[config.mk]
export PLATFORM = sky130hd
export DESIGN_NAME = mem_ctrl_flat
export DESIGN_NICKNAME = d
export VERILOG_FILES = /design/src/rtl/mem_ctrl_pkg.sv /design/src/rtl/mem_ctrl_if.sv /design/src/rtl/mem_ctrl_ls_align.sv /design/src/rtl/mem_ctrl.sv /design/src/flat_wrapper.sv
export SDC_FILE = /design/constraint.sdc
export NUM_CORES = 1
export LEC_CHECK = 0
export CAP_MARGIN = 20
export CORE_MARGIN = 3
export CORE_UTILIZATION = 44
export CTS_BUF_LIST = sky130_fd_sc_hd__clkbuf_8
export DETAILED_ROUTE_END_ITERATION = 7
export PLACE_DENSITY = 0.84
export RECOVER_POWER = 50
export SYNTH_ARGS = -nofsm -noshare
export SYNTH_HDL_FRONTEND = slang
export SYNTH_SLANG_ARGS = --single-unit
[constraint.sdc]
create_clock -name clk -period 2.1 [get_ports clk]
set_clock_uncertainty 0.15 [all_clocks]
set_input_delay 0.315 -clock clk [delete_from_list [all_inputs] [get_ports clk]]
set_output_delay 0.315 -clock clk [all_outputs]
set_load 0.02 [all_outputs]
[src/rtl/mem_ctrl_pkg.sv]
// Shared codes for mem_ctrl: memory stage codes (common with mem), access sizes,
// FSM state encoding and the alignment rule used by MEM_CTRL_MISALIGN_CHECK_EN.
package mem_ctrl_pkg;

  localparam logic [1:0] IDLE  = 2'd0;
  localparam logic [1:0] READ  = 2'd1;
  localparam logic [1:0] WRITE = 2'd2;

  localparam logic [1:0] SIZE_B = 2'd0;
  localparam logic [1:0] SIZE_H = 2'd1;
  localparam logic [1:0] SIZE_W = 2'd2;

  typedef enum logic [2:0] {
    S_IDLE = 3'd0,
    S_RD   = 3'd1,
    S_WAIT = 3'd2,
    S_WR   = 3'd3,
    S_DONE = 3'd4
  } state_e;

  // Any size code other than byte/half is handled as a full word.
  function automatic logic is_misaligned(input logic [1:0] size, input logic [1:0] addr_lo);
    case (size)
      SIZE_B:  return 1'b0;
      SIZE_H:  return addr_lo[0];
      default: return addr_lo != 2'b00;
    endcase
  endfunction

endpackage

[src/rtl/mem_ctrl_if.sv]
// Pipeline request/response and mem port bundle for mem_ctrl.
// Misalign flags exist only when MEM_CTRL_MISALIGN_CHECK_EN is defined.
interface mem_ctrl_if #(
  parameter int ADDR_WIDTH = 17,
  parameter int LEN        = 32
) ();
  import mem_ctrl_pkg::*;

  // req is held (with stable fields) until its done pulse; done is a single-cycle
  // pulse with the data output valid in that cycle. A dropped req still completes.
  logic                  if_req;
  logic [31:0]           if_addr;
  logic                  if_done;
  logic [LEN-1:0]        if_inst;
  logic                  ls_req;
  logic                  ls_we;
  logic [1:0]            ls_size;
  logic                  ls_signed;
  logic [31:0]           ls_addr;
  logic [LEN-1:0]        ls_wdata;
  logic                  ls_done;
  logic [LEN-1:0]        ls_rdata;
  logic [ADDR_WIDTH-1:0] mem_addr;
  logic [LEN-1:0]        mem_wdata;
  logic [1:0]            mem_stage_state;
  logic [LEN-1:0]        mem_rdata;
  state_e                dbg_state;
`ifdef MEM_CTRL_MISALIGN_CHECK_EN
  logic                  if_misalign;
  logic                  ls_misalign;
`endif

  modport master (
    output if_req, if_addr, ls_req, ls_we, ls_size, ls_signed, ls_addr, ls_wdata, mem_rdata,
    input  if_done, if_inst, ls_done, ls_rdata, mem_addr, mem_wdata, mem_stage_state, dbg_state
`ifdef MEM_CTRL_MISALIGN_CHECK_EN
    , input if_misalign, ls_misalign
`endif
  );

  modport slave (
    input  if_req, if_addr, ls_req, ls_we, ls_size, ls_signed, ls_addr, ls_wdata, mem_rdata,
    output if_done, if_inst, ls_done, ls_rdata, mem_addr, mem_wdata, mem_stage_state, dbg_state
`ifdef MEM_CTRL_MISALIGN_CHECK_EN
    , output if_misalign, ls_misalign
`endif
  );

endinterface

[src/rtl/mem_ctrl_ls_align.sv]
// Load extraction/extension and sub-word store merge for mem_ctrl; with
// MEM_CTRL_MISALIGN_CHECK_EN it also flags misaligned incoming requests.
module mem_ctrl_ls_align
  import mem_ctrl_pkg::*;
#(
  parameter int LEN = 32
) (
  input  logic [1:0]     size_i,
  input  logic           signed_i,
  input  logic [LEN-1:0] wdata_i,
  input  logic [LEN-1:0] rdata_i,
  output logic [LEN-1:0] load_o,
  output logic [LEN-1:0] merge_o
`ifdef MEM_CTRL_MISALIGN_CHECK_EN
  ,
  input  logic [1:0]     req_size_i,
  input  logic [1:0]     req_addr_lo_i,
  output logic           misalign_o
`endif
);

  always_comb begin
    load_o  = rdata_i;
    merge_o = wdata_i;
    case (size_i)
      SIZE_B: begin
        load_o  = {{(LEN-8){signed_i & rdata_i[7]}}, rdata_i[7:0]};
        merge_o = {rdata_i[LEN-1:8], wdata_i[7:0]};
      end
      SIZE_H: begin
        load_o  = {{(LEN-16){signed_i & rdata_i[15]}}, rdata_i[15:0]};
        merge_o = {rdata_i[LEN-1:16], wdata_i[15:0]};
      end
      default: begin
        load_o  = rdata_i;
        merge_o = wdata_i;
      end
    endcase
  end

`ifdef MEM_CTRL_MISALIGN_CHECK_EN
  assign misalign_o = is_misaligned(req_size_i, req_addr_lo_i);
`endif

endmodule

[src/rtl/mem_ctrl.sv]
// Arbitrating IF/LS memory controller driving the single shared mem port.
// Define MEM_CTRL_MISALIGN_CHECK_EN to reject misaligned requests.
module mem_ctrl
  import mem_ctrl_pkg::*;
#(
  parameter int ADDR_WIDTH = 17,
  parameter int LEN        = 32
) (
  input logic     clk,
  input logic     rst,
  mem_ctrl_if.slave bus
);

  state_e                state_q;
  logic                  is_ls_q, we_q, signed_q;
  logic [1:0]            size_q;
  logic [ADDR_WIDTH-1:0] addr_q;
  logic [LEN-1:0]        wdata_q, mem_wdata_q, if_inst_q, ls_rdata_q;
  logic                  if_done_q, ls_done_q;

  logic [LEN-1:0]        load_data, merge_word;
  logic [1:0]            req_size;
  logic [31:0]           req_addr;
  logic                  req_word_store;
  logic                  reject;

  // LS wins whenever both request; a waiting fetch is picked up on the next idle cycle.
  assign req_size       = bus.ls_req ? bus.ls_size : SIZE_W;
  assign req_addr       = bus.ls_req ? bus.ls_addr : bus.if_addr;
  assign req_word_store = bus.ls_req && bus.ls_we &&
                          (bus.ls_size != SIZE_B) && (bus.ls_size != SIZE_H);

`ifdef MEM_CTRL_MISALIGN_CHECK_EN
  logic if_mis_q, ls_mis_q;
  mem_ctrl_ls_align #(.LEN(LEN)) u_ls_align (
    .size_i        (size_q),
    .signed_i      (signed_q),
    .wdata_i       (wdata_q),
    .rdata_i       (bus.mem_rdata),
    .load_o        (load_data),
    .merge_o       (merge_word),
    .req_size_i    (req_size),
    .req_addr_lo_i (req_addr[1:0]),
    .misalign_o    (reject)
  );
  assign bus.if_misalign = if_mis_q;
  assign bus.ls_misalign = ls_mis_q;
`else
  mem_ctrl_ls_align #(.LEN(LEN)) u_ls_align (
    .size_i   (size_q),
    .signed_i (signed_q),
    .wdata_i  (wdata_q),
    .rdata_i  (bus.mem_rdata),
    .load_o   (load_data),
    .merge_o  (merge_word)
  );
  assign reject = 1'b0;
`endif

  always_ff @(posedge clk) begin
    if (rst) begin
      state_q     <= S_IDLE;
      is_ls_q     <= 1'b0;
      we_q        <= 1'b0;
      signed_q    <= 1'b0;
      size_q      <= SIZE_W;
      addr_q      <= '0;
      wdata_q     <= '0;
      mem_wdata_q <= '0;
      if_inst_q   <= '0;
      ls_rdata_q  <= '0;
      if_done_q   <= 1'b0;
      ls_done_q   <= 1'b0;
`ifdef MEM_CTRL_MISALIGN_CHECK_EN
      if_mis_q    <= 1'b0;
      ls_mis_q    <= 1'b0;
`endif
    end else begin
      if_done_q <= 1'b0;
      ls_done_q <= 1'b0;
`ifdef MEM_CTRL_MISALIGN_CHECK_EN
      if_mis_q  <= 1'b0;
      ls_mis_q  <= 1'b0;
`endif
      case (state_q)
        S_IDLE: begin
          if (bus.ls_req || bus.if_req) begin
            is_ls_q  <= bus.ls_req;
            we_q     <= bus.ls_req && bus.ls_we;
            size_q   <= req_size;
            signed_q <= bus.ls_signed;
            addr_q   <= req_addr[ADDR_WIDTH-1:0];
            wdata_q  <= bus.ls_wdata;
            if (reject) begin
              state_q <= S_DONE;
              if (bus.ls_req) begin
                ls_done_q  <= 1'b1;
                ls_rdata_q <= '0;
              end else begin
                if_done_q <= 1'b1;
                if_inst_q <= '0;
              end
`ifdef MEM_CTRL_MISALIGN_CHECK_EN
              ls_mis_q <= bus.ls_req;
              if_mis_q <= !bus.ls_req;
`endif
            end else if (req_word_store) begin
              mem_wdata_q <= bus.ls_wdata;
              state_q     <= S_WR;
            end else begin
              state_q <= S_RD;
            end
          end
        end
        S_RD: state_q <= S_WAIT;
        S_WAIT: begin
          // mem_rdata now holds the word read in S_RD.
          if (we_q) begin
            mem_wdata_q <= merge_word;
            state_q     <= S_WR;
          end else begin
            if (is_ls_q) begin
              ls_rdata_q <= load_data;
              ls_done_q  <= 1'b1;
            end else begin
              if_inst_q <= bus.mem_rdata;
              if_done_q <= 1'b1;
            end
            state_q <= S_DONE;
          end
        end
        S_WR: begin
          ls_done_q <= 1'b1;
          state_q   <= S_DONE;
        end
        S_DONE:  state_q <= S_IDLE;
        default: state_q <= S_IDLE;
      endcase
    end
  end

  assign bus.mem_stage_state = (state_q == S_RD) ? READ :
                               (state_q == S_WR) ? WRITE : IDLE;
  assign bus.mem_addr        = addr_q;
  assign bus.mem_wdata       = mem_wdata_q;
  assign bus.if_done         = if_done_q;
  assign bus.if_inst         = if_inst_q;
  assign bus.ls_done         = ls_done_q;
  assign bus.ls_rdata        = ls_rdata_q;
  assign bus.dbg_state       = state_q;

endmodule

[src/flat_wrapper.sv]
// flat-port wrapper written by rule: the top's interface ports become plain ports
module mem_ctrl_flat import mem_ctrl_pkg::*;
#(
  parameter int ADDR_WIDTH = 17,
  parameter int LEN        = 32
)
  (clk, rst, bus_if_req, bus_if_addr, bus_ls_req, bus_ls_we, bus_ls_size, bus_ls_signed, bus_ls_addr, bus_ls_wdata, bus_mem_rdata, bus_if_done, bus_if_inst, bus_ls_done, bus_ls_rdata, bus_mem_addr, bus_mem_wdata, bus_mem_stage_state, bus_dbg_state);
  mem_ctrl_if #(.ADDR_WIDTH(ADDR_WIDTH), .LEN(LEN)) bus_i ();
  input logic clk;
  input logic rst;
  input wire logic [$bits(bus_i.if_req)-1:0] bus_if_req;
  input wire logic [$bits(bus_i.if_addr)-1:0] bus_if_addr;
  input wire logic [$bits(bus_i.ls_req)-1:0] bus_ls_req;
  input wire logic [$bits(bus_i.ls_we)-1:0] bus_ls_we;
  input wire logic [$bits(bus_i.ls_size)-1:0] bus_ls_size;
  input wire logic [$bits(bus_i.ls_signed)-1:0] bus_ls_signed;
  input wire logic [$bits(bus_i.ls_addr)-1:0] bus_ls_addr;
  input wire logic [$bits(bus_i.ls_wdata)-1:0] bus_ls_wdata;
  input wire logic [$bits(bus_i.mem_rdata)-1:0] bus_mem_rdata;
  output wire logic [$bits(bus_i.if_done)-1:0] bus_if_done;
  output wire logic [$bits(bus_i.if_inst)-1:0] bus_if_inst;
  output wire logic [$bits(bus_i.ls_done)-1:0] bus_ls_done;
  output wire logic [$bits(bus_i.ls_rdata)-1:0] bus_ls_rdata;
  output wire logic [$bits(bus_i.mem_addr)-1:0] bus_mem_addr;
  output wire logic [$bits(bus_i.mem_wdata)-1:0] bus_mem_wdata;
  output wire logic [$bits(bus_i.mem_stage_state)-1:0] bus_mem_stage_state;
  output wire logic [$bits(bus_i.dbg_state)-1:0] bus_dbg_state;
  assign bus_i.if_req = bus_if_req;
  assign bus_i.if_addr = bus_if_addr;
  assign bus_i.ls_req = bus_ls_req;
  assign bus_i.ls_we = bus_ls_we;
  assign bus_i.ls_size = bus_ls_size;
  assign bus_i.ls_signed = bus_ls_signed;
  assign bus_i.ls_addr = bus_ls_addr;
  assign bus_i.ls_wdata = bus_ls_wdata;
  assign bus_i.mem_rdata = bus_mem_rdata;
  assign bus_if_done = bus_i.if_done;
  assign bus_if_inst = bus_i.if_inst;
  assign bus_ls_done = bus_i.ls_done;
  assign bus_ls_rdata = bus_i.ls_rdata;
  assign bus_mem_addr = bus_i.mem_addr;
  assign bus_mem_wdata = bus_i.mem_wdata;
  assign bus_mem_stage_state = bus_i.mem_stage_state;
  assign bus_dbg_state = bus_i.dbg_state;
  mem_ctrl #(.ADDR_WIDTH(ADDR_WIDTH), .LEN(LEN)) u_core (.clk(clk), .rst(rst), .bus(bus_i));
endmodule
==> run summary <==
The run finished with clean final reports. TritonCTS built the clock tree. The final cell utilization of the core is 68.1%. The reported max-cap violation count came out at 0. The cell area that synthesis handed to floorplanning was 0.00618 mm².

The synthesized design contains 155 register bits. Routability-driven placement finished with a final weighted congestion of 0.806. The post-route cell area is 0.00920 mm². Counting every net in the synthesized netlist gives 895. By area the synthesized netlist is led by sky130_fd_sc_hd__dfxtp_1, sky130_fd_sc_hd__nand2_1, sky130_fd_sc_hd__a21oi_1. The maximum clock frequency came out at 505 MHz.

The floorplan has 42 rows. Counting along the longest clock path gives a buffer depth of 2. The area of the core came out at 0.0135 mm².

The cell total after placement came out at 1131. The total cell area at the placement stage is 0.00876 mm². The portion of total power attributed to the clock network is 30.9%.

The number of gates on the worst path with buffers counted came out at 6. The cts-stage hold buffer count is 0. The type of the tightest min-delay check is input port to register. The total global-route track usage is 23.1%. The DRC violation count after routing came out at 0. The overall overflow remaining after global route came out at 0. The number of antenna diodes in the final layout is 0. For this run, the number of Yosys warnings is 0. The number of stages on the worst hold path came out at 2.

The transition time at the pin with the least slew margin is 578 ps. The clock latency reported for the late side of the worst-skew pair came out at 440 ps. After detailed routing, the average wire length per cell comes to 15.8 µm. The number of nets in the layout is 1111.

For this design, the slowest cell found on the critical path is sky130_fd_sc_hd__or3b_4. The maximum single-stage delay on the critical path came out at 440 ps. The sum of buffers and inverters on the critical path came out at 2.

Walking the worst path, the cells encountered are buf_4 -> or3b_4 -> or3_1 -> buf_12 -> nand2_1 -> a21oi_1. The die covers 0.0155 mm². After legalization and detailed placement, the total HPWL measured 13000 µm. The analysis attributes to cell leakage a power of 0.00366 µW. Of the cells placed in the final design, the portion with a size suffix greater than 1 is 7.90%. The reg2reg setup slack came out at 120 ps. The sequential group share of total power came out at 42.1%. The total number of vias is 6048. The area share of the leading cell type in the synthesized netlist came out at 50.2%.

Internal power comes to 5610 µW. For this block, the routed nets add up to 18400 µm of wire. The worst hold path terminates at u_core.wdata_q[28].

The register clock-pin slew on the reported worst setup and hold paths is 90 ps. The count of TritonRoute iterations in the first routing pass is 6. The level count of the clock H-tree is 4. Of all nets on the critical path, the largest fanout is 33. The kind of cell with the highest combined delay on the critical path is simple AND/OR/NAND/NOR gates.

The register area share after synthesis came out at 50.2%. Setup repair after global routing left no endpoint under its margin. Of all cell types, the one taking the most synthesized area is sky130_fd_sc_hd__dfxtp_1. 256 I/O pins were placed. The antenna violation net count after detailed routing came out at 0.

The startpoint identified for the worst register-to-register timing path is u_core.bus.dbg_state[2]. The number of distinct standard cells referenced by the synthesized netlist is 34. In this run the horizontal extent of the chip is 125 µm. Once layout is complete, the cells apart from fillers number 1163. The mean cell area of the mapped netlist is 8.15 µm². Entering global routing, the biggest net connects 61 pins.

The worst-case IR drop observed on VDD is 507 µV. The leading register cell type out of synthesis is sky130_fd_sc_hd__dfxtp_1. The switching share of power is 30.6%. The portion of total power attributed to combinational logic came out at 26.9%. The worst-case reg-to-reg path depth came out at 6. Dividing the final minimum period by the clock period gives 94.4%. The final number of hold-violating endpoints came to 0. The number of flops mapped to enable cells by yosys is 0.

The power per standard cell area came out at 878 mW/mm². The switching power came out at 2470 µW. The endpoint identified for the worst register-to-register timing path is u_core.bus.if_inst[25]. The final critical-path required period came out at 1980 ps. The number of antenna violations at the first check in global routing came to 1.

The first-pass GRT wire length is 29300 µm. The gate count of the mapped netlist is 759. The number of sinks handled by clock tree synthesis is 155. For this block, the initial DRC count from the detailed router was 538.

The TritonCTS buffer count came out at 17. The post-CTS setup buffer count came out at 0. The startpoint identified for the worst hold timing path is rst. The overall die height is 125 µm. STA classifies the critical path endpoint as a register. Once the floorplan was initialized, standard cells occupied 45.8% of the core. The tightest slew margin relative to the limit is 61.5%.

The number of global-route vias before repair came to 5547. CTS placed an instance of sky130_fd_sc_hd__clkbuf_8 at the clock tree root. The startpoint kind of the worst setup timing path is a register. Setup violations remaining at the end of the flow were counted as 0. The via-per-instance ratio is 5.20. The async set-or-reset flop fraction in the synthesized netlist came out at 0%. The count of port buffers added during placement is 225. The number of max-slew violations in the final report is 0. The data arrival at the endpoint of the critical path is 2150 ps. The required time at the endpoint of the critical path came out at 2270 ps. Adding up every negative setup slack in the final design gives 0 ps. The worst setup path is of the register to register kind.

The area growth from synthesis to final layout is 48.8%.
[per-layer routing]
metal  global-route usage, %  wire (µm)  vias up
li1                        -          -     3011
met1                    29.9       7940     2797
met2                    37.4       8780      213
met3                    6.99       1370       25
met4                    6.58        272        2
met5                       0         13        -
[registers in the layout, summed over array words and instances (netlist names), 2 cells and up]
| signal | count |
|---|---|
| u_core.bus.dbg_state | 3 |
| u_core.bus.if_inst | 32 |
| u_core.bus.ls_rdata | 32 |
| u_core.bus.mem_addr | 17 |
| u_core.bus.mem_wdata | 32 |
| u_core.size_q | 2 |
| u_core.wdata_q | 32 |
[logic make-up (layout without fill, tap and decap cells)]
kind of cell	count (synthesis)	after routing	share of synthesized area, %
AOI/OAI and AO/OA	182	182	18.7
buffers and inverters	68	296	4.94
DFF	155	155	50.2
muxes	35	35	5.67
and+or+nand+nor	319	319	20.5
[worst max-delay path by stage]
stage / start / slack (ps) / endpoint
finish: u_core.bus.dbg_state[2] / 120 / u_core.bus.if_inst[25]
CTS: u_core.bus.dbg_state[1] / 5 / bus_mem_stage_state[1]
global route: u_core.bus.dbg_state[2] / 10 / u_core.bus.mem_wdata[18]
detailed placement: bus_mem_rdata[15] / -200 / u_core.bus.ls_rdata[26]
floorplan: u_core.bus.dbg_state[1] / 30 / u_core.bus.if_inst[0]
global placement: bus_mem_rdata[15] / -160 / u_core.bus.ls_rdata[22]
[worst register-to-register path, cell delays in order, from the launching register on]
cell	delay, ps
sky130_fd_sc_hd__dfxtp_1	340
sky130_fd_sc_hd__buf_4	180
sky130_fd_sc_hd__or3b_4	440
sky130_fd_sc_hd__or3_1	370
sky130_fd_sc_hd__buf_12	190
sky130_fd_sc_hd__nand2_1	120
sky130_fd_sc_hd__a21oi_1	70
[power by group through the flow]
stage	Sequential (µW)	Combinational, µW	Clock (µW)
5_1_grt	3450	2360	2660
3_3_place_gp	3460	2220	0
4_1_cts	3410	2250	2530
6_report	3400	2170	2500
2_1_floorplan	3700	951	0
3_5_place_dp	3470	2250	0
[repair_timing]
item                                    4_1_cts  5_1_grt
endpoints found under the setup margin       54       35
hold endpoints to repair                      0        0
gates resized for setup                      12        8
pin swaps                                     0        1
[final cells by class]
type / instances / area, µm²
flip-flops and latches: 155 / 3110
clock buffers: 17 / 234
multi-input cells: 536 / 2800
clock inverters: 14 / 205
fillers: 1115 / 4310
inverters: 5 / 18.8
well taps: 176 / 220
repair buffers: 260 / 2610
[layout by cell type, fill, tap and decap left out, types with 2 or more instances in the layout]
cell type | Yosys | layout
sky130_fd_sc_hd__a211oi_1 | 40 | 40
sky130_fd_sc_hd__inv_1 | 5 | 8
sky130_fd_sc_hd__buf_12 | 0 | 9
sky130_fd_sc_hd__dfxtp_2 | 0 | 2
sky130_fd_sc_hd__a311o_1 | 8 | 8
sky130_fd_sc_hd__mux2i_1 | 35 | 35
sky130_fd_sc_hd__buf_4 | 0 | 24
sky130_fd_sc_hd__nand2_1 | 240 | 240
sky130_fd_sc_hd__clkinv_4 | 0 | 2
sky130_fd_sc_hd__a21oi_1 | 99 | 99
sky130_fd_sc_hd__a22oi_1 | 2 | 2
sky130_fd_sc_hd__a2111oi_0 | 3 | 3
sky130_fd_sc_hd__clkbuf_8 | 0 | 17
sky130_fd_sc_hd__nor3_2 | 1 | 2
sky130_fd_sc_hd__nor2_1 | 66 | 66
sky130_fd_sc_hd__a311oi_1 | 8 | 8
sky130_fd_sc_hd__bufinv_16 | 0 | 5
sky130_fd_sc_hd__o211ai_1 | 16 | 16
sky130_fd_sc_hd__dlygate4sd3_1 | 0 | 69
sky130_fd_sc_hd__buf_2 | 22 | 2
sky130_fd_sc_hd__clkdlybuf4s50_1 | 0 | 151
sky130_fd_sc_hd__dlygate4sd2_1 | 0 | 2
sky130_fd_sc_hd__clkinv_2 | 0 | 2
sky130_fd_sc_hd__dfxtp_1 | 155 | 153
[Yosys cell counts (all sizes together) (3+ instances only)]
cell type and count:
a2111oi 3, a211oi 40, a21oi 99, a311o 8, a311oi 8, buf 29, clkbuf 34, dfxtp 155
inv 5, mux2i 35, nand2 240, nor2 66, nor3 3, o211ai 16
[per-stage QoR]
step / setup slack (ps) / power, µW / hold slack [ps]
after CTS: 5.47 / 8190 / 106
after floorplan: 27.8 / 4650 / 286
after detailed placement: -195 / 5720 / 295
final: 118 / 8080 / 124
after global placement: -164 / 5680 / 290
after global routing: 13.0 / 8470 / 118
Power figures use the tool's default switching activity.
